`config.mk`:
```
export PLATFORM = sky130hd
export DESIGN_NAME = uart_rx_pipe
export DESIGN_NICKNAME = d
export VERILOG_FILES = /design/src/rtl/uart_rx_pipe.sv
export SDC_FILE = /design/constraint.sdc
export NUM_CORES = 1
export LEC_CHECK = 0
export CAP_MARGIN = 20
export CORE_AREA = 2 2 116 62
export CTS_BUF_LIST = sky130_fd_sc_hd__clkbuf_8
export CTS_CLUSTER_DIAMETER = 200
export DETAILED_ROUTE_END_ITERATION = 6
export DIE_AREA = 0 0 118 64
export GPL_TIMING_DRIVEN = 0
export PLACE_DENSITY = 0.4
export SYNTH_ARGS = -nofsm -noshare
export SYNTH_HDL_FRONTEND = slang
export SYNTH_SLANG_ARGS = --single-unit
```
`constraint.sdc`:
```
create_clock -name clk_12p0 -period 5.2 [get_ports clk_12p0]
set_input_delay 0.52 -clock clk_12p0 [delete_from_list [all_inputs] [get_ports clk_12p0]]
set_output_delay 0.52 -clock clk_12p0 [all_outputs]
set_load 0.005 [all_outputs]
```
`src/rtl/uart_rx_pipe.sv`:
```
// uart_rx_pipe: UART receiver (8N1, LSB first) for the pico2-ice serial input.
// A 2-flop synchroniser feeds a start/data/stop state machine that samples each
// bit at mid-bit using a baud down-counter. Received bytes leave on a one-deep
// valid/ready register. frame_err and overrun are single-cycle status pulses.
// Optional build macro: UART_RX_PARITY_EN selects 8E1 framing. A PARITY state
// then follows DATA, and parity_err reports even-parity mismatches.
module uart_rx_pipe #(
    parameter int CLK_HZ    = 12000000,
    parameter int BAUD      = 115200,
    parameter int DATA_BITS = 8
) (
    input  logic                 clk_12p0,
    input  logic                 rst_n,
    input  logic                 rx,
    output logic [DATA_BITS-1:0] data,
    output logic                 valid,
    input  logic                 ready,
    output logic                 frame_err,
    output logic                 overrun,
    output logic                 parity_err
);
    localparam int DIV   = CLK_HZ / BAUD;
    localparam int CNT_W = $clog2(DIV + 1);
    localparam int IDX_W = 3;

    localparam logic [CNT_W-1:0] CNT_FULL = CNT_W'(DIV - 1);
    localparam logic [CNT_W-1:0] CNT_HALF = CNT_W'(DIV / 2 - 1);
    localparam logic [CNT_W-1:0] CNT_ZERO = CNT_W'(0);
    localparam logic [CNT_W-1:0] CNT_ONE  = CNT_W'(1);
    localparam logic [IDX_W-1:0] IDX_LAST = IDX_W'(DATA_BITS - 1);
    localparam logic [IDX_W-1:0] IDX_ZERO = IDX_W'(0);
    localparam logic [IDX_W-1:0] IDX_ONE  = IDX_W'(1);

    typedef enum logic [2:0] {
        ST_IDLE   = 3'd0,
        ST_START  = 3'd1,
        ST_DATA   = 3'd2,
        ST_PARITY = 3'd3,
        ST_STOP   = 3'd4,
        ST_BREAK  = 3'd5
    } state_t;

`ifdef UART_RX_PARITY_EN
    // Even parity: the transmitted parity bit equals the XOR of the data bits.
    function automatic logic even_parity(input logic [DATA_BITS-1:0] bits);
        even_parity = ^bits;
    endfunction
`endif

    logic                 rx_meta_r;
    logic                 rx_sync_r;
    state_t               state_r;
    logic [CNT_W-1:0]     cnt_r;
    logic [IDX_W-1:0]     idx_r;
    logic [DATA_BITS-1:0] shift_r;
    logic [DATA_BITS-1:0] data_r;
    logic                 valid_r;
    logic                 frame_err_r;
    logic                 overrun_r;
    logic                 tick_s;
`ifdef UART_RX_PARITY_EN
    logic                 par_bad_r;
    logic                 parity_err_r;
`endif

    assign tick_s = (cnt_r == CNT_ZERO);

    // Two-flop synchroniser for the asynchronous serial line (idles high)
    always_ff @(posedge clk_12p0 or negedge rst_n) begin
        if (!rst_n) begin
            rx_meta_r <= 1'b1;
            rx_sync_r <= 1'b1;
        end else begin
            rx_meta_r <= rx;
            rx_sync_r <= rx_meta_r;
        end
    end

    // Frame state machine, baud counter, shifter and registered output stream
    always_ff @(posedge clk_12p0 or negedge rst_n) begin
        if (!rst_n) begin
            state_r     <= ST_IDLE;
            cnt_r       <= CNT_ZERO;
            idx_r       <= IDX_ZERO;
            shift_r     <= {DATA_BITS{1'b0}};
            data_r      <= {DATA_BITS{1'b0}};
            valid_r     <= 1'b0;
            frame_err_r <= 1'b0;
            overrun_r   <= 1'b0;
`ifdef UART_RX_PARITY_EN
            par_bad_r    <= 1'b0;
            parity_err_r <= 1'b0;
`endif
        end else begin
            frame_err_r <= 1'b0;
            overrun_r   <= 1'b0;
`ifdef UART_RX_PARITY_EN
            parity_err_r <= 1'b0;
`endif
            // A completed handshake empties the output register unless a new
            // byte is loaded below in the same cycle.
            if (valid_r && ready) begin
                valid_r <= 1'b0;
            end
            case (state_r)
                ST_IDLE: begin
                    if (!rx_sync_r) begin
                        state_r <= ST_START;
                        cnt_r   <= CNT_HALF;
                    end
                end
                ST_START: begin
                    if (tick_s) begin
                        if (!rx_sync_r) begin
                            state_r <= ST_DATA;
                            cnt_r   <= CNT_FULL;
                            idx_r   <= IDX_ZERO;
                        end else begin
                            // Start bit gone by mid-bit: treat as a glitch.
                            state_r <= ST_IDLE;
                        end
                    end else begin
                        cnt_r <= cnt_r - CNT_ONE;
                    end
                end
                ST_DATA: begin
                    if (tick_s) begin
                        shift_r <= {rx_sync_r, shift_r[DATA_BITS-1:1]};
                        cnt_r   <= CNT_FULL;
                        if (idx_r == IDX_LAST) begin
`ifdef UART_RX_PARITY_EN
                            state_r <= ST_PARITY;
`else
                            state_r <= ST_STOP;
`endif
                        end else begin
                            idx_r <= idx_r + IDX_ONE;
                        end
                    end else begin
                        cnt_r <= cnt_r - CNT_ONE;
                    end
                end
`ifdef UART_RX_PARITY_EN
                ST_PARITY: begin
                    if (tick_s) begin
                        par_bad_r <= (rx_sync_r != even_parity(shift_r));
                        cnt_r     <= CNT_FULL;
                        state_r   <= ST_STOP;
                    end else begin
                        cnt_r <= cnt_r - CNT_ONE;
                    end
                end
`endif
                ST_STOP: begin
                    if (tick_s) begin
                        if (rx_sync_r) begin
                            // Back to IDLE at mid-stop so an immediately
                            // following start edge is not missed.
                            state_r <= ST_IDLE;
`ifdef UART_RX_PARITY_EN
                            if (par_bad_r) begin
                                parity_err_r <= 1'b1;
                            end else
`endif
                            if (!valid_r || ready) begin
                                data_r  <= shift_r;
                                valid_r <= 1'b1;
                            end else begin
                                overrun_r <= 1'b1;
                            end
                        end else begin
                            frame_err_r <= 1'b1;
                            state_r     <= ST_BREAK;
                        end
                    end else begin
                        cnt_r <= cnt_r - CNT_ONE;
                    end
                end
                ST_BREAK: begin
                    // A held-low line must not look like a train of start bits.
                    if (rx_sync_r) begin
                        state_r <= ST_IDLE;
                    end
                end
                default: begin
                    state_r <= ST_IDLE;
                end
            endcase
        end
    end

    assign data      = data_r;
    assign valid     = valid_r;
    assign frame_err = frame_err_r;
    assign overrun   = overrun_r;
`ifdef UART_RX_PARITY_EN
    assign parity_err = parity_err_r;
`else
    assign parity_err = 1'b0;
`endif

endmodule

```
After elaboration in Yosys (flattened, before gate mapping). Cells that the tools add are included.

$add $sub $neg: 2. Equal/unequal tests: 15. Multiplexer cells: 32. Reductions and logical operators: 12.

Operator list (number): $mux 7 (5); $mux 3 (11); $pmux 7 s4 (1); $ne 2x2->1 const B (9); $pmux 3 s5 (1); $mux 1 (12); $eq 3x3->1 const B (3); $reduce_and 4->1 (2); $logic_not 7->1 (1); $sub 7x1->7 const B (1); $pmux 3 s2 (1); $reduce_and 6->1 (1); $reduce_and 5->1 (1); $reduce_bool 4->1 (1); $add 3x1->3 const B (1); $eq 3x1->1 const B (1); $eq 3x2->1 const B (1); $logic_not 3->1 (1); $ne 3x3->1 const B (1); $mux 2 (1); $reduce_and 2->1 (1); $reduce_bool 2->1 (1); $logic_and 1x1->1 (1); $logic_not 1->1 (1); $logic_or 1x1->1 (1).

Flip-flop bits (word level): 34. Bits of input ports: 4. Word-level logic and storage cells: 71.

Longest topological paths before layout. Gate-level depths: netlist of run 1.

Depth in word-level cells: 6. Gate-level depth with buffers: 9. Mapped depth without buffers: 7.

Least setup slack after synthesis of run 1. OpenSTA, ideal clock, no wires.

Path kind: reg-to-reg. Start point: register cnt_r[0]. End point: register data_r[0] (netlist: data[0]). Library setup time: 0.127 ns. Arrival: 1.806 ns. Data required time: 5.073 ns. Setup slack: 3.267 ns. Cell stages (with the launch flop): 10. Period minus slack after synthesis: 1.933 ns. Cell sequence: dfrtp_1 -> inv_1 -> ha_1 -> nor4b_4 -> and2_1 -> buf_4 -> nand3_2 -> nor2b_1 -> buf_4 -> mux2_1.

Longest elaborated chain between the ends: 2.

RTL lines: from (decl) (RTL line 53) `logic [CNT_W-1:0] cnt_r;`; from (signal assigned) (RTL line 123) `cnt_r <= cnt_r - CNT_ONE;`; from (signal assigned) (RTL line 140) `cnt_r <= cnt_r - CNT_ONE;`; from (signal assigned) (RTL line 176) `cnt_r <= cnt_r - CNT_ONE;`; $logic_not 7->1 (RTL line 66) `assign tick_s = (cnt_r == CNT_ZERO);`; $reduce_and 4->1 (no line); to (signal assigned) (RTL line 86) `data_r <= {DATA_BITS{1'b0}};`; to (signal assigned) (RTL line 166) `data_r <= shift_r;`; to (decl) (RTL line 56) `logic [DATA_BITS-1:0] data_r;`.

No other way between the ends. A chain may end at the register's enable or synchronous reset.

Worst setup path after layout of run 1.
Start point: register cnt_r[0]. End point: register data_r[5] (netlist: data[5]).

The elaborated chain is that of the path after synthesis.

==> flow_summary.toml, run 1 <==
[run_status]
outcome = "finished clean"

[floorplanning]
die_h_um = 64
die_x_um = 118
num_rows = 21
io_pins = 16
core_um2 = 6490
dieArea_um2 = 7550
initial_core_util_pct = 24.3

[setup_path]
crit_path_max_incr_delay_ns = 0.43
cp-start-kind = "register"
crit_path_max_fanout = 8
crit_chain = "inv_1 > ha_1 > nor4b_4 > and2_1 > buf_4 > nand3_2 > nor2b_1 > buf_4 > mux2_1"
worstPathArrival_ns = 2.37
critPathCaptureType = "register"
path_common_cell = "buf_4"
critical_path_class = "reg -> reg"
path_buf_inv = 3
slowest_stage = "dfrtp_1"
cp_top_family = "simple AND/OR/NAND/NOR gates"
required_ns = 5.36

[layout]
drive_gt1_share_pct = 18.7
n_antenna_cell = 0
final_area_um2 = 1920
area_delta_synth_final_pct = 21.9
finalNetCount = 162
fin_util_pct = 29.6

[synth]
yosysUniqueCellTypes = 38
synth_top_cell_by_area = "dfrtp_1"
syn_nets = 141
syn_area_um2 = 1580
ys_seq_elements = 34
synth.avg_cell_area_um2 = 11.9
yosys-top-cells-area = "dfrtp_1 51%, mux2_1 6.4%, mux2_2 5.7%"
synth_ff_type = "dfrtp_1"
synth_edf_count = 0
ys_async_sr_fraction_pct = 100
syn_inst = 133
ys_warn_count = 0
yosysSeqAreaShare_pct = 54.1
netlist.area_leader.share_pct = 50.8

[clock_network]
clock_latency_ns = 0.28
post-cts-setup-buffers = 0
cts-root-buf = "clkbuf_8"
postCtsHoldBufs = 0
clock-sinks = 34
clock_path_buffers = 2
clkSlewWorstSetupHoldPaths_ns = 0.07
cts_tree = "done"
numCtsBuffers = 5
htreeDepth = 2
ctsResizeCount = 0

[timing]
relSlewSlack_pct = 47.8
rsz0062_at_grt = "false"
fin_setup_tns_ns = 0
maxSlewViolCount = 0
timing.final.crit_share_pct = 42.5
period_needed_ns = 2.21
fin_skew_ns = 0.00991
hold_viol_final = 0
worstMarginPinSlew_ns = 0.783
timing.fmax_mhz = 453
setup_violations = 0

[routing]
drcViolationCount = 0
ant_nets = 0
wl_per_cell_um = 12.9
drt_wl_total_um = 3190
drt_first_pass_iters = 4
vias_per_cell = 4.25
drt_iter0_markers = 68
route.vias.total = 1050

[power_and_ir_drop]
leakagePower_nw = 0.902
p_per_area_nw_per_um2 = 249
irDropWorstVdd_uv = 114

[flow_run]
max_cap_violations = 0

[grt]
grt_max_degree = 35
track_usage_pct = 9.44
antenna_found_initial = 0
grt_pass1_vias = 1040
grt-ovfl-total = 0
grt_pass1_wl_um = 5430

[placement]
dpl_cell_area_um2 = 1830
dp_hpwl_um = 2330
io_buffer_count = 14
gp_congestion = 0.746

[min_path]
hold_class = "in -> async"
logic make-up after synthesis:
| kind of cell | after synthesis | synth area share, % |
|---|---|---|
| buffers and inverters | 10 | 3.25 |
| adders and majority gates | 4 | 3.17 |
| and+or+nand+nor | 36 | 14.0 |
| muxes | 18 | 12.8 |
| DFF | 34 | 54.1 |
| other | 1 | 0.238 |
| AOI/OAI and AO/OA | 30 | 12.5 |
synth_stat cells, types with 3 or more instances:
library cell  count
buf_4             3
inv_1             4
mux2_2            8
o21ai_0           6
nor3_1            3
nor2_1           12
a22o_1            3
nand2b_1          4
a21oi_1          11
ha_1              4
mux2_1            9
dfrtp_1          32
metal layers:
layer  vias up  wire length [um]  global-route usage (%)
li1        518                 -                       -
met1       511              1820                    14.2
met2        19              1180                    11.4
met3         2               141                    3.48
met4         0                43                    4.52
met5         -                 0                       0
report_power, final:
part           internal, W  switching (W)  leakage (nW)
clock network     0.000106      0.0000967        0.0472
registers         0.000266    0.000000286         0.453
logic           0.00000291     0.00000733         0.402
total             0.000375       0.000104         0.902
state kept, by name, indices dropped and copies added, names as in the netlist:
register   count
shift_r        8
state_r        3
rx_meta_r      1
overrun        1
rx_sync_r      1
frame_err      1
data           8
cnt_r          7
valid          1
idx_r          3
cells in the final DEF (no fill, tap or decap), types with 3 or more instances in the layout:
master / Yosys / routed
buf_2: 2 / 3
mux2_2: 8 / 8
mux2_1: 9 / 9
clkbuf_8: 0 / 6
nor3_1: 3 / 3
dfrtp_1: 32 / 32
ha_1: 4 / 4
clkdlybuf4s50_1: 0 / 13
buf_4: 3 / 3
inv_1: 4 / 4
o21ai_0: 6 / 6
a21oi_1: 11 / 11
a22o_1: 3 / 3
nand2b_1: 4 / 4
nor2_1: 12 / 12
worst reg2reg max path: cells and delay by family, from the launching register on:
family	cells	cell delay (ns)
simple gates	4	0.72
buf+inv	3	0.44
mux	1	0.34
flops	1	0.43
fa+ha+maj	1	0.15
per-stage QoR:
stage / worst slack, ns / power [W] / std cells / hold slack [ns]
floorplan: 3.27 / 0.000274 / 133 / 0.224
global placement: 2.79 / 0.000282 / 239 / 0.346
detailed placement: 3.00 / 0.000282 / 239 / 0.352
CTS: 2.98 / 0.000489 / 247 / 0.362
global route: 2.81 / 0.000504 / 247 / 0.363
finish: 2.99 / 0.000479 / 247 / 0.321
path summary, 6_finish.rpt:
path / start / end / slack, ns / cells after the start
worst max register to register: cnt_r[0] / data[5] / 2.99 / 9
min in group clk_12p0: rx_meta_r / rx_sync_r / 0.36 / 0
worst min-delay path: rst_n / idx_r[1] / 0.32 / 1
worst min register to register: rx_meta_r / rx_sync_r / 0.36 / 0
max in group asynchronous: rst_n / shift_r[4] / 4.39 / 1
worst max-delay path: cnt_r[0] / data[5] / 2.99 / 9
layout make-up:
type                       count  area [um^2]
fill                         675         4570
sequential                    34          853
multi-input combinational     89          672
timing repair buffer          14          135
tap                           92          115
clock buffer                   6         82.6
buffer                         6         36.3
inverter                       4         15.0
clock inverter                 2         12.5
Note: power is estimated with default switching activity, not from simulation.
==> inputs of run 2 (changes only) <==
--- a/config.mk
+++ b/config.mk
@@ -12,7 +12,7 @@
 export DETAILED_ROUTE_END_ITERATION = 6
 export DIE_AREA = 0 0 118 64
 export GPL_TIMING_DRIVEN = 0
-export PLACE_DENSITY = 0.4
+export PLACE_DENSITY = 0.41
 export SYNTH_ARGS = -nofsm -noshare
 export SYNTH_HDL_FRONTEND = slang
 export SYNTH_SLANG_ARGS = --single-unit
==> constraint.sdc (replaced) <==
create_clock -name clk_12p0 -period 1.8 [get_ports clk_12p0]
set_input_delay 0.18 -clock clk_12p0 [delete_from_list [all_inputs] [get_ports clk_12p0]]
set_output_delay 0.18 -clock clk_12p0 [all_outputs]
set_load 0.005 [all_outputs]
==> run 2 against run 1 <==
The flow now finishes with violations (hold timing, setup timing). Largest cell class unchanged. Critical endpoint is now cnt_r[3]. Sequential share of layout area is 5.2 points lower. Final area rose by 13%. Worst setup slack got worse by 3.1 ns. Largest power group unchanged. Routed wire length rose by 7.3%. Global-route usage rose by 0.18 points. Clock-buffer cell count fell by 1. Flip-flop and latch count unchanged. Non-clock buffer count up 14.
==> flow_summary.toml, run 2 (same netlist as run 1, synthesis figures left out) <==
[routing]
drt_first_pass_iters = 4
drt_wl_total_um = 3420
wl_per_cell_um = 13.1
drt_iter0_markers = 31
route.vias.total = 1127
vias_per_cell = 4.32
ant_nets = 0
drcViolationCount = 0

[power_and_ir_drop]
switching_share_pct = 21.9
p_per_area_nw_per_um2 = 611
power.switching_w = 0.000290
p_comb_share_pct = 2.0
irDropWorstVdd_uv = 240
seq_power_share_pct = 58.1
power.total_w = 0.00133
power.internal_w = 0.00104
power_frac_clock_pct = 39.9
leakagePower_nw = 0.982

[setup_path]
crit_path_max_fanout = 5
r2r_slack_ns = -0.12
critical_path_class = "reg -> reg"
worstPathArrival_ns = 2.09
path_buf_inv = 3
r2r-start = "cnt_r[0]"
endpoint = "cnt_r[3]"
worst_r2r_endpoint = "cnt_r[3]"
critPathCaptureType = "register"
crit_start = "cnt_r[0]"
crit_path_max_incr_delay_ns = 0.39
crit_chain = "inv_2 > ha_4 > nor4b_4 > nand2_2 > buf_4 > buf_6 > o21a_2 > a21o_1 > a22o_1"
path_depth = 9
cp-start-kind = "register"
required_ns = 1.97
slowest_stage = "dfrtp_1"
r2r_cells = 9
cp_top_family = "compound AO/OA/AOI/OAI gates"

[layout]
fin_util_pct = 33.5
area_delta_synth_final_pct = 37.9
mostFrequentLayoutCells = "32 x dfrtp_1, 16 x mux2_4, 15 x buf_4"
drive_gt1_share_pct = 39.6
multiInputGateArea_um2 = 811
fin_cells = 261
finalNetCount = 176
regArea_um2 = 853
layout_commonest_cell = "dfrtp_1"
n_antenna_cell = 0
nFillCells = 655

[grt]
grt-ovfl-total = 0
antenna_found_initial = 0
track_usage_pct = 9.62
grt_pass1_wl_um = 5600
grt_max_degree = 35
grt_pass1_vias = 1047

[timing]
fin_hold_ws_ns = -0.0188
timing.final.crit_share_pct = 107
fin_setup_tns_ns = -2.09
worstMarginPinSlew_ns = 0.796
relSlewSlack_pct = 47.0
maxSlewViolCount = 0
period_needed_ns = 1.92
timing.fmax_mhz = 521
fin_skew_ns = 0.00431
hold_viol_final = 28
rsz0062_at_grt = "true"
setup_violations = 24
setup_ws_ns = -0.120

[clock_network]
clock_path_buffers = 2
postCtsHoldBufs = 0
htreeDepth = 2
clock_latency_ns = 0.28
clkSlewWorstSetupHoldPaths_ns = 0.07
cts_tree = "done"
numCtsBuffers = 5
clock-sinks = 34
cts-root-buf = "clkbuf_8"

[placement]
io_buffer_count = 14
dp_hpwl_um = 2210
gp_congestion = 0.771
post-place-cells = 239
post-place-ws_ns = -0.404

[flow_run]
max_cap_violations = 0

[floorplanning]
num_rows = 21
core_um2 = 6490
die_h_um = 64
io_pins = 16
dieArea_um2 = 7550
initial_core_util_pct = 24.3
die_x_um = 118

[run_status]
outcome = "finished with violations"
violations = "hold timing, setup timing"

[min_path]
hold_class = "in -> async"
==> run 2: cell types whose count changed in the layout (fill, tap and decap cells not counted), sizes merged <==
cell	change
clkinvlp	-1
clkbuf	-2
inv	+1
clkinv	+1
buf	+15
==> run 2: per-layer routing <==
| metal | vias to the layer above | global-route usage (%) | routed length (um) |
|---|---|---|---|
| met1 | 550 | 14.6 | 1900 |
| li1 | 549 | - | - |
| met5 | - | 0 | 0 |
| met2 | 26 | 12.1 | 1330 |
| met4 | 0 | 4.07 | 36 |
| met3 | 2 | 3.13 | 155 |
==> run 2: layout make-up <==
class	instances	share of cell area (%)
Clock buffer	5	3.16
Timing Repair Buffer	30	12.3
Clock inverter	3	0.633
Inverter	4	0.690
Tap cell	92	5.29
Multi-Input combinational cell	89	37.3
Buffer	4	1.44
Sequential cell	34	39.2
==> run 2: what timing repair did <==
item / in CTS / in global routing
setup buffers: 10 / 6
resized for setup: 25 / 15
pin swaps: 2 / 4
setup endpoints to repair: 27 / 29
==> run 2: worst min-delay path by stage <==
stage / startpoint / to / slack [ns]
6_report: rst_n / cnt_r[0] / -0.02
5_1_grt: rst_n / data[1] / 0.05
4_1_cts: rst_n / cnt_r[0] / 0.02
3_3_place_gp: rx_meta_r / rx_sync_r / 0.35
2_1_floorplan: rst_n / cnt_r[0] / -0.12
3_5_place_dp: rst_n / cnt_r[0] / 0.32
==> run 2: worst register-to-register path: stages (launching register included) <==
cell and delay [ns]:
dfrtp_1 0.39, inv_2 0.09, ha_4 0.12, nor4b_4 0.29
nand2_2 0.17, buf_4 0.18, buf_6 0.11, o21a_2 0.14
a21o_1 0.16, a22o_1 0.17
==> run 2: metrics by stage <==
stage	hold slack, ns	area [um^2]
after floorplan	-0.116	1600
after global placement	0.346	1850
after detailed placement	0.324	1850
after CTS	0.0204	2090
after global routing	0.0500	2170
final	-0.0188	2170
==> run 2: power by group through the flow <==
stage          registers, W   logic (W)  clock network (W)
2_1_floorplan      0.000783  0.00000776                  0
3_3_place_gp       0.000783   0.0000317                  0
3_5_place_dp       0.000783   0.0000311                  0
4_1_cts            0.000772   0.0000281           0.000552
5_1_grt            0.000772   0.0000314           0.000596
6_report           0.000772   0.0000263           0.000530
==> inputs of run 3 (changes only) <==
--- a/config.mk
+++ b/config.mk
@@ -6,13 +6,14 @@
 export NUM_CORES = 1
 export LEC_CHECK = 0
 export CAP_MARGIN = 20
-export CORE_AREA = 2 2 116 62
+export CORE_AREA = 4 4 118 64
 export CTS_BUF_LIST = sky130_fd_sc_hd__clkbuf_8
 export CTS_CLUSTER_DIAMETER = 200
 export DETAILED_ROUTE_END_ITERATION = 6
-export DIE_AREA = 0 0 118 64
+export DIE_AREA = 0 0 122 68
 export GPL_TIMING_DRIVEN = 0
 export PLACE_DENSITY = 0.41
+export SETUP_SLACK_MARGIN = 0.05
 export SYNTH_ARGS = -nofsm -noshare
 export SYNTH_HDL_FRONTEND = slang
 export SYNTH_SLANG_ARGS = --single-unit
==> run 3 against run 2 <==
The run still ends with hold timing, setup timing left. Fmax is 3.6% lower. Non-clock buffer count is 1 higher. Final area rose by 1.2%. Clock skew is 0.0037 ns higher. Via count increased by 3.1%. Worst hold slack improved by 0.0069 ns. Combinational power is 2% higher. Critical path type unchanged.
==> flow_summary.toml, run 3 (same netlist as run 1, synthesis figures left out) <==
[run_status]
violations = "hold timing, setup timing"
outcome = "finished with violations"

[clock_network]
postCtsHoldBufs = 0
cts-root-buf = "clkbuf_8"
clock-sinks = 34
clock_path_buffers = 2
clock_latency_ns = 0.28
numCtsBuffers = 5
cts_tree = "done"
clkSlewWorstSetupHoldPaths_ns = 0.07
htreeDepth = 2

[routing]
route.vias.total = 1162
vias_per_cell = 4.44
drt_wl_total_um = 3360
drt_first_pass_iters = 4
drt_iter0_markers = 61
drcViolationCount = 0
ant_nets = 0
wl_per_cell_um = 12.8

[placement]
post-place-cells = 239
io_buffer_count = 14
dp_hpwl_um = 2220
gp_congestion = 0.812
post-place-ws_ns = -0.416

[grt]
grtUsageMet2_pct = 11.3
track_usage_pct = 8.90
met3_usage_pct = 2.81
grt-ovfl-total = 0
grt_use_met1_pct = 13.6
grt-busiest-layer = "met1"
antenna_found_initial = 0
grt_max_degree = 35
grt_pass1_vias = 1116
grt_pass1_wl_um = 5690

[floorplanning]
core_um2 = 6490
die_x_um = 122
dieArea_um2 = 8300
initial_core_util_pct = 24.3
die_h_um = 68
io_pins = 16
num_rows = 21

[layout]
fin_cells = 262
finalNetCount = 177
n_antenna_cell = 0
layout_commonest_cell = "dfrtp_1"
area_delta_synth_final_pct = 39.5
mostFrequentLayoutCells = "32 x dfrtp_1, 17 x mux2_4, 13 x buf_4, 13 x clkdlybuf4s50_1, 10 x nor2_1"
fin_util_pct = 33.9
drive_gt1_share_pct = 40.6

[setup_path]
path_buf_inv = 3
crit_chain = "inv_2 > ha_4 > nor4b_4 > nand2_2 > buf_4 > buf_6 > nor2_4 > o21ai_2 > mux2_4"
worstPathArrival_ns = 2.15
cp-start-kind = "register"
slowest_stage = "dfrtp_1"
required_ns = 1.96
crit_path_max_incr_delay_ns = 0.40
cp_top_family = "simple AND/OR/NAND/NOR gates"
critPathCaptureType = "register"
crit_path_max_fanout = 6
critical_path_class = "reg -> reg"

[flow_run]
max_cap_violations = 0

[timing]
timing.final.crit_share_pct = 111
hold_viol_final = 25
worstMarginPinSlew_ns = 0.797
fin_skew_ns = 0.00805
maxSlewViolCount = 0
rsz0062_at_grt = "true"
timing.fmax_mhz = 502
setup_ws_ns = -0.191
setup_violations = 27
relSlewSlack_pct = 46.8
fin_hold_ws_ns = -0.0119
period_needed_ns = 1.99

[power_and_ir_drop]
leakagePower_nw = 0.989
irDropWorstVdd_uv = 248
p_per_area_nw_per_um2 = 605

[min_path]
hold_class = "in -> async"
==> run 3: cell types whose count changed in the layout (fill, tap and decap cells not counted), sizes merged <==
cell,before,now
buf,21,22
==> run 3: final cells by class <==
cell class / count / area [um^2]
Inverter: 4 / 15.0
Fill cell: 651 / 4290
Multi-Input combinational cell: 89 / 817
Tap cell: 92 / 115
Sequential cell: 34 / 853
Clock inverter: 3 / 13.8
Buffer: 4 / 35.0
Timing Repair Buffer: 31 / 282
Clock buffer: 5 / 68.8
==> run 3: what timing repair did <==
item / in CTS / in global routing
setup buffers: 12 / 6
setup endpoints to repair: 28 / 29
pin swaps: 5 / 5
resized for setup: 30 / 15
==> run 3: final timing paths <==
check / startpoint / to / slack [ns] / depth (start not counted)
min in group clk_12p0: rx / rx_meta_r / 0.31 / 1
min: rst_n / cnt_r[4] / -0.01 / 1
max in group asynchronous: rst_n / overrun / 1.31 / 1
min reg2reg: rx_meta_r / rx_sync_r / 0.35 / 0
max reg2reg: cnt_r[1] / idx_r[0] / -0.19 / 9
max: cnt_r[1] / idx_r[0] / -0.19 / 9
==> run 3: power breakdown <==
group,switching [W],internal [W]
clock,0.000271,0.000262
combinational,0.0000187,0.00000806
sequential,0.00000405,0.000768
==> run 3: metrics by stage <==
step,power (W),instance area [um^2],hold WS (ns),TNS (ns)
after detailed placement,0.000814,1850,0.323,-7.25
after global routing,0.00140,2200,0.0458,-5.11
after floorplan,0.000791,1600,-0.116,-1.81
final,0.00133,2200,-0.0119,-3.47
after global placement,0.000815,1850,0.347,-15.47
after CTS,0.00136,2130,0.00864,-3.28
==> run 3: per-layer routing <==
layer	wire, um	vias to the layer above	share of wire, %
met4	37	0	1.1
li1	-	553	-
met2	1300	20	39
met1	1870	585	56
met5	0	-	0
met3	154	4	4.6
